===== config.mk =====
export PLATFORM = sky130hd
export DESIGN_NAME = ifetch_unit_flat
export DESIGN_NICKNAME = d
export VERILOG_FILES = /design/src/rtl/ifetch_unit_if.sv /design/src/rtl/ifetch_unit.sv /design/src/flat_wrapper.sv
export SDC_FILE = /design/constraint.sdc
export NUM_CORES = 1
export LEC_CHECK = 0
export CORE_AREA = 2 2 142 144
export DETAILED_ROUTE_END_ITERATION = 10
export DIE_AREA = 0 0 144 146
export GPL_ROUTABILITY_DRIVEN = 0
export PLACE_DENSITY = 0.75
export SYNTH_ARGS = -nofsm -noshare
export SYNTH_HDL_FRONTEND = slang
export SYNTH_SLANG_ARGS = --single-unit

===== constraint.sdc =====
create_clock -name clk -period 2.3 [get_ports clk]
set_input_delay 0.23 -clock clk [delete_from_list [all_inputs] [get_ports clk]]
set_output_delay 0.23 -clock clk [all_outputs]
set_load 0.01 [all_outputs]

===== src/rtl/ifetch_unit_if.sv =====
// Instruction-memory bus: ifetch_unit is the master (requests, takes responses), imem is the slave.
interface ifetch_unit_if;
    logic        imem_req_valid;
    logic [31:0] imem_req_addr;
    logic        imem_req_ready;
    logic        imem_rsp_valid;
    logic [31:0] imem_rsp_data;

    modport master (
        output imem_req_valid, imem_req_addr,
        input  imem_req_ready, imem_rsp_valid, imem_rsp_data
    );

    modport slave (
        input  imem_req_valid, imem_req_addr,
        output imem_req_ready, imem_rsp_valid, imem_rsp_data
    );
endinterface


===== src/rtl/ifetch_unit.sv =====
// MIPS fetch front end: PC sequencing, credit-limited imem requests, 2-entry {inst, pc} buffer, redirect flush.
// Define IFETCH_ALIGN_CHECK_EN to trap misaligned redirects (sticky fetch_misalign, HALT until reset).
module ifetch_unit #(
    parameter logic [31:0] RESET_PC = 32'h0000_3000
) (
    input  logic                 clk,
    input  logic                 rstn,
    input  logic                 redirect_valid,
    input  logic [31:0]          redirect_pc,
    ifetch_unit_if.master        imem,
    output logic                 inst_valid,
    output logic [31:0]          inst,
    output logic [31:0]          inst_pc,
    input  logic                 inst_ready,
    output logic                 fetch_misalign
);
    localparam logic [1:0] BOOT  = 2'd0;
    localparam logic [1:0] RUN   = 2'd1;
    localparam logic [1:0] FLUSH = 2'd2;
    localparam logic [1:0] HALT  = 2'd3;

    logic [1:0]  state, state_nxt;
    logic [31:0] fetch_pc;
    logic [31:0] rsp_pc;
    logic [1:0]  outstanding;
    logic [1:0]  count;
    logic        rd_ptr, wr_ptr;
    logic [31:0] buf_inst [2];
    logic [31:0] buf_pc   [2];

    logic [31:0] target;
    logic        target_bad;
    logic        credit, redir, acc, rsp_dec, push, pop;

`ifdef IFETCH_ALIGN_CHECK_EN
    assign target     = redirect_pc;
    assign target_bad = |redirect_pc[1:0];
`else
    assign target     = redirect_pc & 32'hFFFF_FFFC;
    assign target_bad = 1'b0;
`endif

    // In-flight requests reserve buffer slots, so a response always finds room.
    assign credit  = ({1'b0, outstanding} + {1'b0, count}) < 3'd2;
    assign redir   = redirect_valid && ((state == RUN) || (state == FLUSH));
    assign acc     = imem.imem_req_valid && imem.imem_req_ready;
    assign rsp_dec = imem.imem_rsp_valid && (outstanding != 2'd0);
    assign push    = imem.imem_rsp_valid && (state == RUN) && !redir;
    assign pop     = inst_valid && inst_ready;

    assign imem.imem_req_valid = (state == RUN) && credit;
    assign imem.imem_req_addr  = fetch_pc;
    assign inst_valid          = (count != 2'd0);
    assign inst                = buf_inst[rd_ptr];
    assign inst_pc             = buf_pc[rd_ptr];

    always_comb begin
        state_nxt = state;
        case (state)
            BOOT:    state_nxt = RUN;
            RUN:     if (redir) state_nxt = target_bad ? HALT : FLUSH;
            FLUSH: begin
                if (redir && target_bad)
                    state_nxt = HALT;
                else if (outstanding == 2'd0)
                    state_nxt = RUN;
            end
            default: state_nxt = HALT;
        endcase
    end

    always_ff @(posedge clk or negedge rstn) begin
        if (!rstn) begin
            state       <= BOOT;
            fetch_pc    <= RESET_PC;
            rsp_pc      <= RESET_PC;
            outstanding <= 2'd0;
            count       <= 2'd0;
            rd_ptr      <= 1'b0;
            wr_ptr      <= 1'b0;
        end else begin
            state       <= state_nxt;
            outstanding <= outstanding + {1'b0, acc} - {1'b0, rsp_dec};
            if (redir && !target_bad) begin
                fetch_pc <= target;
                rsp_pc   <= target;
            end else begin
                if (acc)
                    fetch_pc <= fetch_pc + 32'd4;
                if (push)
                    rsp_pc <= rsp_pc + 32'd4;
            end
            // A pop in the redirect cycle completes, then the whole buffer is dropped.
            if (redir) begin
                count  <= 2'd0;
                rd_ptr <= 1'b0;
                wr_ptr <= 1'b0;
            end else begin
                count  <= count + {1'b0, push} - {1'b0, pop};
                rd_ptr <= rd_ptr ^ pop;
                wr_ptr <= wr_ptr ^ push;
            end
        end
    end

    always_ff @(posedge clk or negedge rstn) begin
        if (!rstn) begin
            buf_inst[0] <= 32'd0;
            buf_inst[1] <= 32'd0;
            buf_pc[0]   <= 32'd0;
            buf_pc[1]   <= 32'd0;
        end else if (push) begin
            buf_inst[wr_ptr] <= imem.imem_rsp_data;
            buf_pc[wr_ptr]   <= rsp_pc;
        end
    end

`ifdef IFETCH_ALIGN_CHECK_EN
    logic misalign_q;

    always_ff @(posedge clk or negedge rstn) begin
        if (!rstn)
            misalign_q <= 1'b0;
        else if (redir && target_bad)
            misalign_q <= 1'b1;
    end

    assign fetch_misalign = misalign_q;
`else
    assign fetch_misalign = 1'b0;
`endif
endmodule

===== src/flat_wrapper.sv =====
// flat-port wrapper written by rule: the top's interface ports become plain ports
module ifetch_unit_flat 
#(
    parameter logic [31:0] RESET_PC = 32'h0000_3000
)
  (clk, rstn, redirect_valid, redirect_pc, inst_valid, inst, inst_pc, inst_ready, fetch_misalign, imem_imem_req_valid, imem_imem_req_addr, imem_imem_req_ready, imem_imem_rsp_valid, imem_imem_rsp_data);
  ifetch_unit_if imem_i ();
  input  logic clk;
  input  logic rstn;
  input  logic redirect_valid;
  input  logic [31:0] redirect_pc;
  output logic inst_valid;
  output logic [31:0] inst;
  output logic [31:0] inst_pc;
  input  logic inst_ready;
  output logic fetch_misalign;
  output wire logic [$bits(imem_i.imem_req_valid)-1:0] imem_imem_req_valid;
  output wire logic [$bits(imem_i.imem_req_addr)-1:0] imem_imem_req_addr;
  input wire logic [$bits(imem_i.imem_req_ready)-1:0] imem_imem_req_ready;
  input wire logic [$bits(imem_i.imem_rsp_valid)-1:0] imem_imem_rsp_valid;
  input wire logic [$bits(imem_i.imem_rsp_data)-1:0] imem_imem_rsp_data;
  assign imem_imem_req_valid = imem_i.imem_req_valid;
  assign imem_imem_req_addr = imem_i.imem_req_addr;
  assign imem_i.imem_req_ready = imem_imem_req_ready;
  assign imem_i.imem_rsp_valid = imem_imem_rsp_valid;
  assign imem_i.imem_rsp_data = imem_imem_rsp_data;
  ifetch_unit #(.RESET_PC(RESET_PC)) u_core (.clk(clk), .rstn(rstn), .redirect_valid(redirect_valid), .redirect_pc(redirect_pc), .imem(imem_i), .inst_valid(inst_valid), .inst(inst), .inst_pc(inst_pc), .inst_ready(inst_ready), .fetch_misalign(fetch_misalign));
endmodule

* Word level (Yosys, flattened, before mapping)
Index checks and enable logic that the tools add are counted.
Widths: inputs -> output; s select.
** Storage, ports and cells
- Bits in registers :: 200
- Bits in latches :: 0
- Bits in writable memories :: 0
- Memory bits (read-only) :: 0
- Input bits :: 70
- Output and inout bits :: 99
- Word-level logic and storage cells :: 67
- Memories kept :: 0
** Cells by class
- Add/sub/neg operators :: 7
- Multiply operators :: 0
- Divide/modulo/power cells :: 0
- $lt $le $gt $ge :: 4
- Equality and inequality tests :: 4
- Shifts and indexed selects :: 0
- Muxes and demuxes :: 20
- Bitwise operators :: 4
- Reduce and logical (&&, ||, !) cells :: 17
** Operators by type and width (count)
- $mux 32 :: 11
- $bwmux 64 :: 2
- $add 32x3->32 const B :: 2
- $demux 32 s1 :: 1
- $logic_and 1x1->1 :: 8
- $reduce_bool 2->1 :: 4
- $mux 2 :: 3
- $pmux 2 s3 :: 1
- $add 2x1->2 :: 2
- $ge 2x2->1 const B :: 2
- $logic_not 2->1 :: 2
- $not 1->2 :: 2
- $sub 2x1->2 :: 2
- $add 2x2->3 :: 1
- $lt 3x2->1 const B :: 1
- $eq 2x1->1 const B :: 1
- $eq 2x2->1 const B :: 1
- $lt 2x1->1 const B :: 1
- $mux 1 :: 2
- $ne 2x1->1 const B :: 1
- $ne 2x2->1 const B :: 1
- $reduce_and 2->1 :: 1
- $xor 1x1->1 :: 2
- $logic_not 1->1 :: 1
- $logic_or 1x1->1 :: 1

* Logic depth before layout (Yosys ltp)
Gate-level depths: netlist (run 1).
- Depth in word-level cells :: 8
- Depth in mapped cells :: 9
- Depth with buffers taken out :: 9

* Least setup slack after synthesis (run 1)
No wires, ideal clock.
- Kind :: register to register
- Start point :: register u_core.state[1]
- End point :: register u_core.buf_inst[0] (netlist bit)
- Setup time :: 0.125 ns
- Data arrival time :: 2.177 ns
- Data required time :: 2.175 ns
- Setup slack :: -0.002 ns
- Cell stages (with the launch flop) :: 9
- Path buffers :: 2
- Clock period less this slack :: 2.302 ns
- Cell sequence :: dfrtp_1 -> inv_1 -> ha_1 -> nand2_1 -> nor2_1 -> ha_1 -> clkbuf_1 -> clkbuf_1 -> mux2_2
** Between the ends
- Word-level cells in the longest chain between the ends :: 5
- Elaborated cells between the ends (all ways) :: 7
- Classes of those cells :: 2 x eq/ne; 5 x reduce/logical
** Ends and longest elaborated chain
- start, declared :: RTL line ifetch_unit.sv:22 : logic [1:0] state, state_nxt;
- start signal, assigned :: RTL line ifetch_unit.sv:82 : state <= state_nxt;
- $eq 2x1->1 / $eq 2x2->1 (equally long branches) :: RTL line ifetch_unit.sv:45, ifetch_unit.sv:48
- $logic_or 1x1->1 :: RTL line ifetch_unit.sv:45 : assign redir = redirect_valid && ((state == RUN) || (state == FLUSH));
- $logic_and 1x1->1 :: RTL line ifetch_unit.sv:45
- $logic_not 1->1 :: RTL line ifetch_unit.sv:48 : assign push = imem.imem_rsp_valid && (state == RUN) && !redir;
- $logic_and 1x1->1 (*) :: RTL line ifetch_unit.sv:48
- end signal, assigned by index :: RTL line ifetch_unit.sv:113 : buf_inst[wr_ptr] <= imem.imem_rsp_data;
- end, declared :: RTL line ifetch_unit.sv:28 : logic [31:0] buf_inst [2];
Every way passes the cells marked *; elsewhere a longest branch is shown, timed or not.
A chain may end at the register's enable or synchronous reset.

* Final worst setup path (run 1)
- Start point :: register u_core.rd_ptr
- End point :: output inst_pc[16]
** Between the ends
- Word-level cells in the longest chain between the ends :: 4
** Ends and longest elaborated chain
- start, declared :: RTL line ifetch_unit.sv:27 : logic rd_ptr, wr_ptr;
- start signal, assigned :: RTL line ifetch_unit.sv:100 : rd_ptr <= rd_ptr ^ pop;
- $not 1->2 (implied by the code) :: RTL line ifetch_unit.sv:55 : assign inst_pc = buf_pc[rd_ptr];
- $mux 32 (implied by the code) (3 in series) :: RTL line ifetch_unit.sv:55
- end, declared :: RTL line flat_wrapper.sv:14 : output logic [31:0] inst_pc;
Every way passes these cells. The select of a mux whose other input is x is not followed.

==> results.yml, run 1 <==
layout:
  area_growth_pct: 32.0
  mostFrequentLayoutCells: "dfrtp_1, mux2_2, clkdlybuf4s50_1"
  layout_commonest_cell: "dfrtp_1"
  fill_cells: 1534
  fin_util_pct: 61.5
  drive_gt1_share_pct: 29.4
  multi_input_area_sq_um: 4030
  layout.nets: 980
  design_area_sq_um: 11900
  regArea_sq_um: 4810
detailed_routing:
  wl_mm: 20.9
  avgViaCountPerCell: 5.31
  vias: 6253
  ant_nets: 0
  dr.pass1.iters: 4
  post_drt_wl_per_cell_um: 17.7
  drcViolationCount: 0
  drt-initial-drc-count: 307
logic_synthesis:
  synth-main-ff-cell: "dfrtp_1"
  synth_seq_cells: 192
  yosysWarnings: 0
  synth.distinct_cells: 38
  ys_seq_area_share_pct: 53.4
  synth_top_family_by_area: "multiplexers"
  yosys.area_share.simple_pct: 9.05
  async_reset_ff_share_pct: 100
  avgSynthCellArea_sq_um: 12.4
  synthMuxAreaShare_pct: 23.4
  syn-instance-count: 724
  synth_edf_count: 0
  synth_compound_area_share_pct: 3.89
  syn_area_sq_um: 9010
  synth-xor-area-share_pct: 6.03
  synth-adder-area-share_pct: 1.75
setup_path:
  cp.arrival_ps: 2010
  critPathMaxFanout: 32
  startpoint_type: "flip-flop"
  end_kind: "primary output"
  crit_type: "flip-flop to primary output"
  cp_num_buf_inv: 2
  reg2reg_to: "u_core.imem.imem_req_addr[31]$_DFFE_PN0P_"
  crit_family: "buffers and inverters"
  timing.rr.start: "u_core.outstanding[0]$_DFF_PN0_"
  cpMaxStageDelayCell: "clkdlybuf4s50_1"
  rrSetupSlack_ps: 90
  rr_worst_depth: 10
  crit_path_max_incr_delay_ps: 490
  crit_chain: "buf_16, mux2_2, clkdlybuf4s50_1"
  required_ps: 2070
die:
  pin_count: 169
  core_sq_um: 19300
  die_area_sq_um: 21000
  num_rows: 51
  start_util_pct: 46.6
  die_h_um: 146
  die_x_um: 144
timing:
  slew_violations: 0
  final.min_clock_period_ps: 2240
  finalCritPeriodShare_pct: 97.4
  fmax_ghz: 0.446
  rsz0062_at_grt: "true"
  setup_tns_ps: 0
  finalHoldViolations: 0
  maxSlewHeadroom_pct: 65.2
  worstMarginPinSlew_ps: 522
  finalSetupViolations: 0
  finClkSkew_ps: 7.80
global_route:
  grt-ovfl-total: 0
  grt_usage_pct: 20.3
  grt_pass1_vias: 6387
  grt_max_degree: 61
  grt_pass1_wl_mm: 33.7
  grt_antenna_before_repair: 1
clock_tree:
  h-tree-depth: 4
  cts_tree: "yes"
  cts_buffers: 17
  clkSinkCount: 192
  clk_path_buf_depth: 2
  cts-root-buf: "clkbuf_16"
  clock_latency_ps: 430
  cts.clk_slew.worst_paths_ps: 70
place:
  dpl_cell_area_sq_um: 11200
  port-buffer-count: 161
  hpwlAfterDp_mm: 13.9
outcome:
  status: "finished clean"
pwr:
  power.leakage_nw: 4.85
  p_total_mw: 17.5
  powerDensity_nw_per_um2: 1470
  peakVddDrop_uv: 756
job:
  cap_violations: 0
hold_path:
  min_path_type: "input pin to async pin"
[through the flow]
step                      hold WS, ps  cells  setup WS (ps)
after detailed placement          252   1140          0.835
after global placement            253   1140           49.9
after CTS                         372   1174           17.1
final                             341   1177           59.5
after global routing              398   1176          -27.3
after floorplan                 -65.6    728          -1.58
[cell type report]
class | count | share of cell area, %
clock inverter | 14 | 1.43
inverter | 13 | 0.410
antenna | 1 | 0.0210
sequential | 192 | 40.5
tap | 265 | 2.79
timing repair buffer | 192 | 17.4
clock buffer | 18 | 3.69
multi-input combinational | 482 | 33.8
[worst max-delay path by stage]
stage / start / to / slack (ps) / cells after the start
after floorplan: u_core.state[1]$_DFFE_PN0P_ / u_core.buf_inst[0]$_DFFE_PN0P_ / -2 / 8
after global placement: u_core.count[0]$_DFF_PN0_ / u_core.imem.imem_req_addr[23]$_DFFE_PN0P_ / 50 / 9
after detailed placement: u_core.count[0]$_DFF_PN0_ / u_core.imem.imem_req_addr[31]$_DFFE_PN0P_ / 0.8 / 9
after CTS: u_core.rd_ptr$_DFF_PN0_ / inst_pc[30] / 20 / 3
after global routing: u_core.outstanding[0]$_DFF_PN0_ / u_core.imem.imem_req_addr[23]$_DFFE_PN0P_ / -30 / 10
final: u_core.rd_ptr$_DFF_PN0_ / inst_pc[16] / 60 / 3
[cells by family after synthesis]
| kind of cell | after synthesis |
|---|---|
| fa+ha+maj | 12 |
| flops | 192 |
| simple gates | 149 |
| compound gates | 67 |
| buf+inv | 54 |
| xor+xnor | 62 |
| other cells | 1 |
| mux | 187 |
[cells in the mapped netlist, types with 2 or more instances]
cell type | instances | area, sq um
dfrtp_1 | 188 | 4700
mux2_2 | 186 | 2090
a21oi_1 | 59 | 295
xor2_1 | 48 | 420
nor2_1 | 41 | 154
nand4_1 | 29 | 181
clkbuf_1 | 27 | 101
nand3_1 | 24 | 120
nand2_1 | 18 | 67.6
and3_1 | 14 | 87.6
xnor2_1 | 14 | 123
inv_1 | 12 | 45.0
ha_1 | 11 | 138
buf_1 | 5 | 18.8
buf_4 | 5 | 37.5
nor3_1 | 5 | 25.0
and2_1 | 4 | 25.0
buf_2 | 4 | 20.0
dfstp_2 | 4 | 105
and4_1 | 3 | 26.3
a31oi_1 | 2 | 12.5
nor4_1 | 2 | 12.5
nor4_4 | 2 | 42.5
o21a_1 | 2 | 15.0
o21ai_0 | 2 | 10.0
[timing repair]
item,in CTS,in global routing
setup buffers,0,1
hold endpoints to repair,56,0
cloned,1,1
resized for setup,4,14
pin swaps,2,2
endpoints found under the setup margin,34,118
hold buffers,1,0
[routing by layer]
layer	share of wire [%]	up-vias	wire, um	track usage, %
li1	-	2898	-	-
met1	45	3154	9340	27.6
met2	47	175	9720	32.4
met3	6.8	24	1430	5.33
met4	1.8	2	374	5.49
met5	0.062	-	13	0
[power breakdown]
part,internal [mW],switching [mW],leakage [nW],total [mW]
clock,1.67,1.37,0.287,3.04
combinational,4.72,3.32,2.34,8.04
sequential,5.11,1.32,2.22,6.43
total,11.5,6.01,4.85,17.5
[sequential cells by signal (all words and copies together) (netlist names)]
signal,flops
u_core.buf_pc,60
u_core.outstanding,2
u_core.rd_ptr,1
u_core.state,2
u_core.rsp_pc,30
u_core.count,2
u_core.wr_ptr,1
u_core.buf_inst,64
u_core.imem.imem_req_addr,30
No activity file was read; power rests on OpenSTA's default activity.
==> run 2: changes to the inputs <==
CAP_MARGIN = 25   (was unset)
==> results of run 2 <==
Final layout, timing and power as in run 1 (identical DEF).
